==> config.mk <==
export PLATFORM = sky130hd
export DESIGN_NAME = gemm_result_collector
export DESIGN_NICKNAME = d
export VERILOG_FILES = /design/src/rtl/gemm_result_collector_pkg.sv /design/src/rtl/gemm_result_bank.sv /design/src/rtl/gemm_result_collector.sv
export SDC_FILE = /design/constraint.sdc
export NUM_CORES = 1
export LEC_CHECK = 0
export ABC_CLOCK_PERIOD_IN_PS = 5580
export CAP_MARGIN = 20
export CORE_MARGIN = 2
export CORE_UTILIZATION = 45
export CTS_BUF_LIST = sky130_fd_sc_hd__clkbuf_4 sky130_fd_sc_hd__clkbuf_8 sky130_fd_sc_hd__clkbuf_16
export DETAILED_ROUTE_END_ITERATION = 12
export HOLD_SLACK_MARGIN = 0.02
export MAX_ROUTING_LAYER = met4
export PLACE_DENSITY = 0.75
export REMOVE_ABC_BUFFERS = 1
export SLEW_MARGIN = 5
export SYNTH_ARGS = -nofsm -noshare
export SYNTH_HDL_FRONTEND = slang
export SYNTH_SLANG_ARGS = --single-unit
==> constraint.sdc <==
create_clock -name clk -period 5.58 [get_ports clk]
set_input_delay 0.558 -clock clk [delete_from_list [all_inputs] [get_ports clk]]
set_output_delay 0.558 -clock clk [all_outputs]
set_load 0.01 [all_outputs]
==> src/rtl/gemm_result_collector_pkg.sv <==
// Shared definitions for GEMM output-stream consumers.
// Holds the drop-counter width and the row-counter sizing helper.
package gemm_result_collector_pkg;

    localparam int DROP_CNT_WIDTH = 8;

    typedef logic [DROP_CNT_WIDTH-1:0] drop_cnt_t;

    // Row counter needs at least one bit even when a matrix is a single row.
    function automatic int row_width(input int rows);
        return (rows > 1) ? $clog2(rows) : 1;
    endfunction

endpackage

==> src/rtl/gemm_result_bank.sv <==
// One INPUT_SIZE x SA_SIZE result matrix register bank with per-row write and a full flag.
// The full flag sets on the last-row write and clears when downstream takes the matrix.
module gemm_result_bank
    import gemm_result_collector_pkg::*;
#(
    parameter int ROWS  = 2,
    parameter int COLS  = 3,
    parameter int W     = 8,
    parameter int ROW_W = 1
) (
    input  logic                     clk,
    input  logic                     resetn,
    input  logic                     wr_en,
    input  logic [ROW_W-1:0]         wr_row,
    input  logic                     wr_last,
    input  logic [COLS*W-1:0]        wr_data,
    input  logic                     rel_en,
    output logic                     full,
    output logic [ROWS*COLS*W-1:0]   data
);

    // Set wins over clear: with a single-row matrix the bank being released
    // can be refilled on the same edge.
    always_ff @(posedge clk or negedge resetn) begin
        if (!resetn) begin
            full <= 1'b0;
        end else if (wr_en && wr_last) begin
            full <= 1'b1;
        end else if (rel_en) begin
            full <= 1'b0;
        end
    end

    always_ff @(posedge clk) begin
        for (int r = 0; r < ROWS; r++) begin
            if (wr_en && (wr_row == ROW_W'(r))) begin
                data[r*COLS*W +: COLS*W] <= wr_data;
            end
        end
    end

endmodule

==> src/rtl/gemm_result_collector.sv <==
// Groups INPUT_SIZE consecutive GEMM result rows into a matrix, ping-pong buffers two
// matrices and hands them downstream on valid/ready; matrices with no free bank are dropped.
module gemm_result_collector
    import gemm_result_collector_pkg::*;
#(
    parameter int SA_SIZE                = 3,
    parameter int INPUT_SIZE             = 2,
    parameter int WEIGHT_ACTIVATION_SIZE = 8
) (
    input  logic                                                 clk,
    input  logic                                                 resetn,
    input  logic                                                 in_valid,
    input  logic [SA_SIZE*WEIGHT_ACTIVATION_SIZE-1:0]            in_data,
    output logic                                                 m_valid,
    input  logic                                                 m_ready,
    output logic [INPUT_SIZE*SA_SIZE*WEIGHT_ACTIVATION_SIZE-1:0] m_data,
    output logic                                                 overflow,
    output logic [DROP_CNT_WIDTH-1:0]                            drop_count
);

    localparam int W     = WEIGHT_ACTIVATION_SIZE;
    localparam int MAT_W = INPUT_SIZE * SA_SIZE * W;
    localparam int ROW_W = row_width(INPUT_SIZE);
    localparam logic [ROW_W-1:0] LAST_ROW = ROW_W'(INPUT_SIZE - 1);

    logic [ROW_W-1:0] wr_row;
    logic             wr_bank;
    logic             rd_bank;
    logic             accept_q;

    logic [1:0]       full;
    logic [MAT_W-1:0] bank_data [2];

    logic row_first;
    logic row_last;
    logic fire;
    logic bank_free;
    logic accept_now;
    logic write;

    assign row_first  = (wr_row == '0);
    assign row_last   = (wr_row == LAST_ROW);
    assign fire       = m_valid && m_ready;
    // A release on this edge of the bank we are about to write frees it in time.
    assign bank_free  = !full[wr_bank] || (fire && (rd_bank == wr_bank));
    assign accept_now = row_first ? bank_free : accept_q;
    assign write      = in_valid && accept_now;

    for (genvar i = 0; i < 2; i++) begin : g_bank
        gemm_result_bank #(
            .ROWS  (INPUT_SIZE),
            .COLS  (SA_SIZE),
            .W     (W),
            .ROW_W (ROW_W)
        ) u_bank (
            .clk     (clk),
            .resetn  (resetn),
            .wr_en   (write && (wr_bank == 1'(i))),
            .wr_row  (wr_row),
            .wr_last (row_last),
            .wr_data (in_data),
            .rel_en  (fire && (rd_bank == 1'(i))),
            .full    (full[i]),
            .data    (bank_data[i])
        );
    end

    assign m_valid = full[rd_bank];
    assign m_data  = bank_data[rd_bank];

    always_ff @(posedge clk or negedge resetn) begin
        if (!resetn) begin
            wr_row     <= '0;
            wr_bank    <= 1'b0;
            rd_bank    <= 1'b0;
            accept_q   <= 1'b0;
            overflow   <= 1'b0;
            drop_count <= '0;
        end else begin
            if (in_valid) begin
                wr_row <= row_last ? '0 : wr_row + ROW_W'(1);
                if (row_first) begin
                    accept_q <= bank_free;
                end
                if (row_last) begin
                    if (accept_now) begin
                        wr_bank <= ~wr_bank;
                    end else begin
                        overflow <= 1'b1;
                        if (drop_count != '1) begin
                            drop_count <= drop_count + DROP_CNT_WIDTH'(1);
                        end
                    end
                end
            end
            if (fire) begin
                rd_bank <= ~rd_bank;
            end
        end
    end

endmodule
# [After elaboration in Yosys (flattened, before gate mapping)]
# Cells that the tools add are included.
# W data, S select, Z words.
[word_totals] register_bits=111 input_bits=28 out_inout_bits=58 elab_cells=55
[op_classes] add_sub_neg=2 order_cmp=3 n_eq_ne=2 mux=13 bitwise=5 n_reduce_logical=18
[op_table] cell="$mux W48" count=3
[op_table] cell="$logic_and A1 B1 Y1" count=11
[op_table] cell="$mux W1" count=10
[op_table] cell="$add A8 B1 Y8 const B" count=1
[op_table] cell="$ne A8 B8 Y1 const B" count=1
[op_table] cell="$reduce_and A3 Y1" count=2
[op_table] cell="$lt A1 B2 Y1 const B" count=2
[op_table] cell="$not A1 Y1" count=4
[op_table] cell="$reduce_and A4 Y1" count=1
[op_table] cell="$reduce_bool A2 Y1" count=2
[op_table] cell="$ge A2 B2 Y1 const B" count=1
[op_table] cell="$not A1 Y2" count=1
[op_table] cell="$add A1 B1 Y1 const B" count=1
[op_table] cell="$eq A1 B1 Y1" count=1
[op_table] cell="$logic_not A1 Y1" count=1
[op_table] cell="$logic_or A1 B1 Y1" count=1

# [Logic depth before layout (Yosys ltp)]
[depth] word_depth=10 depth_mapped=5 mapped_depth_nobuf=5

# [Hierarchy]
# From an unflattened synthesis, not the netlist that was laid out.
[hier_totals] cells_unflattened=225 area_unflattened_um2=4250.3
[by_module_without_submodules] module="gemm_result_bank" n_inst=2 cells_each=54 area_each_um2=1495.2 seq_area_each_um2=1466.4
[by_module_without_submodules] module="gemm_result_collector" n_inst=1 cells_each=117 area_each_um2=1260.0 seq_area_each_um2=325.3

# [Least setup slack after synthesis]
# OpenSTA, ideal clock, no wires.
[synth_path] kind="register to register" startpoint="register rd_bank" endpoint="register g_bank[1].u_bank.data[0], enable pin" setup_ns=0.475 arrival_time_ns=3.318 setup_slack_ns=1.788 path_stages_with_launch=5 path_buffers=1 path_cell_list="dfrtp_1 buf_2 xnor2_1 a211oi_1 nor4b_1"
[synth_via] elab_chain_cells=9
[synth_rtl] element="from (decl)" line_no="gemm_result_collector.sv:28" source="logic rd_bank;"
[synth_rtl] element="from (signal assigned)" line_no="gemm_result_collector.sv:97" source="rd_bank <= ~rd_bank;"
[synth_rtl] element="$mux W1 (implied by the code) (2 in a row)" line_no="gemm_result_collector.sv:68" source="assign m_valid = full[rd_bank];"
[synth_rtl] element="$logic_and A1 B1 Y1" line_no="gemm_result_collector.sv:43" source="assign fire = m_valid && m_ready;"
[synth_rtl] element="$logic_and A1 B1 Y1 *" line_no="gemm_result_collector.sv:45" source="assign bank_free = !full[wr_bank] || (fire && (rd_bank == wr_bank));"
[synth_rtl] element="$logic_or A1 B1 Y1 *" line_no="gemm_result_collector.sv:45"
[synth_rtl] element="$mux W1 *"
[synth_rtl] element="$logic_and A1 B1 Y1 *" line_no="gemm_result_collector.sv:47" source="assign write = in_valid && accept_now;"
[synth_rtl] element="$logic_and A1 B1 Y1 *" line_no="gemm_result_collector.sv:58" source=".wr_en (write && (wr_bank == 1'(i))),"
[synth_rtl] element="$logic_and A1 B1 Y1 *" line_no="gemm_result_bank.sv:36" source="if (wr_en && (wr_row == ROW_W'(r))) begin"
[synth_rtl] element="to (signal, indexed assignment)" line_no="gemm_result_bank.sv:37" source="data[r*COLS*W +: COLS*W] <= wr_data;"
[synth_rtl] element="to (decl)" line_no="gemm_result_bank.sv:19" source="output logic [ROWS*COLS*W-1:0] data"
# Every way passes the cells marked *; elsewhere a longest branch is shown, timed or not. The select of a mux whose other input is x is not followed.
# A chain may end at the register's enable or synchronous reset.

# [Worst setup path in the final report]
[layout_path] startpoint="register rd_bank" endpoint="output m_data[27]"
[layout_via] elab_chain_cells=4
[layout_rtl] element="$not A1 Y2 (implied by the code)" line_no="gemm_result_collector.sv:69" source="assign m_data = bank_data[rd_bank];"
[layout_rtl] element="$mux W48 (implied by the code) (3 in a row)" line_no="gemm_result_collector.sv:69"
[layout_rtl] element="to (decl)" line_no="gemm_result_collector.sv:16" source="output logic [INPUT_SIZE*SA_SIZE*WEIGHT_ACTIVATION_SIZE-1:0] m_data,"
# No other way between the ends. The select of a mux whose other input is x is not followed.

==> results list <==
- TritonCTS built the clock tree.
* Worst-case clock buffer depth: 2
- Of the post-synthesis cell area, the dominant cell type holds 0.691.
- After routing, the total negative slack on setup checks comes to 0 ns.
- The die covers 10100 µm².
- Adder and majority cell fraction of the synthesized area: 0.00300
- The tool flagged a number of max-cap violations equal to 0.
- For this block, the via count after detailed routing is 2174.
- The via count of the first global-routing pass is about 2100.
* Overall routing resource usage: 0.154
* Static Leakage: 1.89 nW
- The worst pin sits at a relative slew slack of 0.539.
- After floorplanning, the core was divided into 35 placement rows.
- Cell taking the most area after synthesis: sky130_fd_sc_hd__edfxtp_1
- Proportion of synthesized chip area in sequential cells: 0.781
- Of the total power, registers draw 0.470.
- IO Count: 86
* Period Utilization, post-route: 0.502
- After global routing the overflow that remains totals 0.
- After technology mapping, the gate count stands at 214.
- The Yosys step of the flow raised 0 warnings.
- The final layout contains routed wiring with a total length of about 7300 µm.
- Source-to-sink clock delay at the later pin of the worst-skew pair: 0.37 ns
* Die outline height: 100 µm
- Clock power frac: 0.187
- Fraction of power spent switching nets: 0.288
- Dividing the synthesized area by the synthesized cell count gives between 15 and 20 µm².
- Fraction of synthesized area in multiplexers: 0.137
- Remaining number of nets flagged by the antenna check after routing: 0
- Routability-driven placement finished with a final weighted congestion of a little over 0.7.
- The count of final hold-check violations is 0.
- The number of pins with negative max-slew slack in the final report is 0.
* First-pass GRT wire length: between 10000 and 15000 µm
- Buffers inserted to repair hold after CTS numbered 0.
- The pre-antenna-repair detailed-routing pass consisted of 4 iterations.
- CP startpoint kind: register
- Length of routed met2 wiring: 3470 µm
- Of the total power, combinational logic draws 0.343.
- Met1 WL: 3400 µm
* Distinct cells, synth: 24
- Buffers inserted during clock tree synthesis total 9.
* Starting density of the core: 0.458
* Sw Pwr: 0.000732 W
- The clock net in this run drives a total of roughly 110 sinks.
* Largest vdd supply drop: approximately 0.26 mV
* Fill cell instance count of the final layout: 700
* Detailed Place HPWL: 4890 µm
* Power per unit of standard cell area: 470 nW/µm²
* Number of antenna cells inserted: 0
* Total met3 wirelength after detailed routing: 360 µm
- Die outline width: 100 µm
* Share of final-layout standard cells stronger than drive strength 1: 0.255
- Clock root buffer: sky130_fd_sc_hd__clkbuf_8
- For this run, asynchronously set or reset flops after synthesis account for 0.135.
* Clock transition at the register clock pins on the worst setup and hold paths after CTS: 0.09 ns
* Data arrival, critical path: between 2 and 2.5 ns
- Top achievable clock speed: 0.357 GHz
- Maximum fanout along the worst path: 30
- STA classifies the critical path endpoint as an output port.
- Net count, final: about 340
- Final setup fails: 0
* Buffers inserted by post-CTS timing repair: 0
* Post-synthesis xor/xnor area fraction: 0.0210
- Main combinational cell family by area after synthesis: multiplexers
* Compound-Gate Fraction of Synth Area: 0.0156
* Hold WC Path Type: reg -> reg
- The run finished with clean final reports.
- Ranking of synthesized cells by area: sky130_fd_sc_hd__edfxtp_1 (69%), sky130_fd_sc_hd__mux2_2 (14%), sky130_fd_sc_hd__dfrtp_1 (9.0%), sky130_fd_sc_hd__xor2_1 (1.5%), sky130_fd_sc_hd__buf_2 (0.96%)
- Post-synthesis share of cell area spent on and, or, nand and nor gates: 0.0285
* Flops & latches, synth: 111
- Final standard cell utilization of the core: 0.593
* Transition time at the pin with the least slew margin: ~0.7 ns
- Synth top cells by count: sky130_fd_sc_hd__edfxtp_1 (96), sky130_fd_sc_hd__mux2_2 (50), sky130_fd_sc_hd__dfrtp_1 (15), sky130_fd_sc_hd__buf_2 (8), sky130_fd_sc_hd__xor2_1 (7)
- Counting flops with a built-in enable in the synthesized netlist gives 96.
- Initial antenna violation count: 0
* Iteration-0 DRC Markers: 50
- Setup repair after global routing left no endpoint under its margin.
- Using the TritonRoute via totals, the vias-per-cell ratio works out to 5.12.
* Class of the most critical setup path: reg -> out
* Worst EP required: 5.02 ns
- After layout, the minimum clock period comes to 2.80 ns.
- The area growth from synthesis to layout is 29.6%.
- The total area inside the core boundary comes to between 9000 and 10000 µm².
- Dominant cell by count in the synthesized netlist: sky130_fd_sc_hd__edfxtp_1
- The H-tree was split into 3 levels.
* Internal portion of total power: between 0.0015 and 0.002 W
- Count of port buffers added during placement: 85
- Entering global routing, the biggest net connects 31 pins.
* Post-route DRC: 0
- Primary flip-flop cell chosen by synthesis mapping: sky130_fd_sc_hd__edfxtp_1
- Clock skew on the completed layout was measured at roughly 0.011 ns.
- Combined area of all synthesized cells: 4170 µm²
* Uppermost layer routed: met4
- Routed length per instance: 17.2 µm
* Post_cts resized: 0
-- flip-flops by register name, summed over array words and instances (netlist names) --
signal	cells
rd_bank	1
g_bank.u_bank.data	96
g_bank.u_bank.full	2
drop_count	8
row_last	1
overflow	1
accept_q	1
wr_bank	1
-- logic make-up (layout without fill, tap and decap cells) --
| family | Yosys count | after routing |
|---|---|---|
| DFF | 111 | 111 |
| muxes | 51 | 51 |
| adders and majority gates | 1 | 1 |
| xor gates and xnor gates | 10 | 10 |
| AOI/OAI and AO/OA | 9 | 9 |
| buffers and inverters | 12 | 112 |
| and+or+nand+nor | 20 | 20 |
-- worst paths after layout --
path	start	cells past startpoint	endpoint	slack (ns)
setup / recovery	rd_bank	3	m_data[27]	2.78
hold / removal	overflow	1	overflow	0.50
setup reg to reg	row_last	3	g_bank[0].u_bank.data[42]	3.56
hold reg to reg	overflow	1	overflow	0.50
max in group asynchronous	resetn	1	rd_bank	4.53
min in group asynchronous	resetn	1	drop_count[1]	0.59
-- per-layer routing --
layer,track usage,vias to the layer above
li1,-,1006
met1,0.206,1097
met2,0.231,63
met3,0.0376,8
met4,0.0537,0
met5,-,-
-- power by group through the flow --
stage / sequential (W) / clock (W) / combinational (W)
finish: 0.00119 / 0.000476 / 0.000871
floorplan: 0.00122 / 0 / 0.000392
global route: 0.00122 / 0.000520 / 0.000931
detailed placement: 0.00121 / 0 / 0.000884
global placement: 0.00125 / 0 / 0.000827
CTS: 0.00120 / 0.000490 / 0.000888
-- placed cells by master (no fill, tap or decap) --
cell type                         count
sky130_fd_sc_hd__a211oi_1             1
sky130_fd_sc_hd__a21o_1               1
sky130_fd_sc_hd__a21oi_1              3
sky130_fd_sc_hd__a31oi_1              1
sky130_fd_sc_hd__buf_12               1
sky130_fd_sc_hd__buf_4                6
sky130_fd_sc_hd__bufinv_16            1
sky130_fd_sc_hd__clkbuf_8             9
sky130_fd_sc_hd__clkdlybuf4s50_1     85
sky130_fd_sc_hd__clkinv_2             1
sky130_fd_sc_hd__clkinv_4             1
sky130_fd_sc_hd__clkinvlp_4           1
sky130_fd_sc_hd__dfrtp_1             14
sky130_fd_sc_hd__dfrtp_2              1
sky130_fd_sc_hd__edfxtp_1            96
sky130_fd_sc_hd__ha_1                 1
sky130_fd_sc_hd__inv_1                4
sky130_fd_sc_hd__inv_6                3
sky130_fd_sc_hd__mux2_2              50
sky130_fd_sc_hd__mux2i_1              1
sky130_fd_sc_hd__nand2_1              4
sky130_fd_sc_hd__nand3_1              3
sky130_fd_sc_hd__nand3b_1             1
sky130_fd_sc_hd__nand4_1              1
sky130_fd_sc_hd__nor2_1               3
sky130_fd_sc_hd__nor2_2               2
sky130_fd_sc_hd__nor3_1               2
sky130_fd_sc_hd__nor4_4               1
sky130_fd_sc_hd__nor4b_2              2
sky130_fd_sc_hd__o21ai_0              2
sky130_fd_sc_hd__o21bai_4             1
sky130_fd_sc_hd__or2b_1               1
sky130_fd_sc_hd__xnor2_1              3
sky130_fd_sc_hd__xor2_1               7
-- stage by stage --
step           cell area (µm²)  worst slack, ns  cells  total power, W  hold slack [ns]
5_1_grt                   5410             2.64    425         0.00267            0.539
3_3_place_gp              5180             2.91    408         0.00207            0.480
2_1_floorplan             4130            0.848    206         0.00162            0.262
3_5_place_dp              5200             2.86    409         0.00210            0.471
6_report                  5410             2.78    425         0.00254            0.503
4_1_cts                   5410             2.74    425         0.00258            0.504
-- critical path: stages (launching register included) --
cell and delay, ns:
sky130_fd_sc_hd__dfrtp_2 0.74, sky130_fd_sc_hd__buf_12 0.28, sky130_fd_sc_hd__mux2_2 0.37, sky130_fd_sc_hd__clkdlybuf4s50_1 0.48
-- final cells by class --
cell class	instances	area [µm²]	share of cell area
well taps	111	139	0.0257
flip-flops and latches	111	3260	0.603
inverters	4	15.0	0.00278
repair buffers	92	916	0.169
clock inverters	7	77.6	0.0144
multi-input cells	91	875	0.162
clock buffers	9	124	0.0229
(Power assumes the default switching activity.)
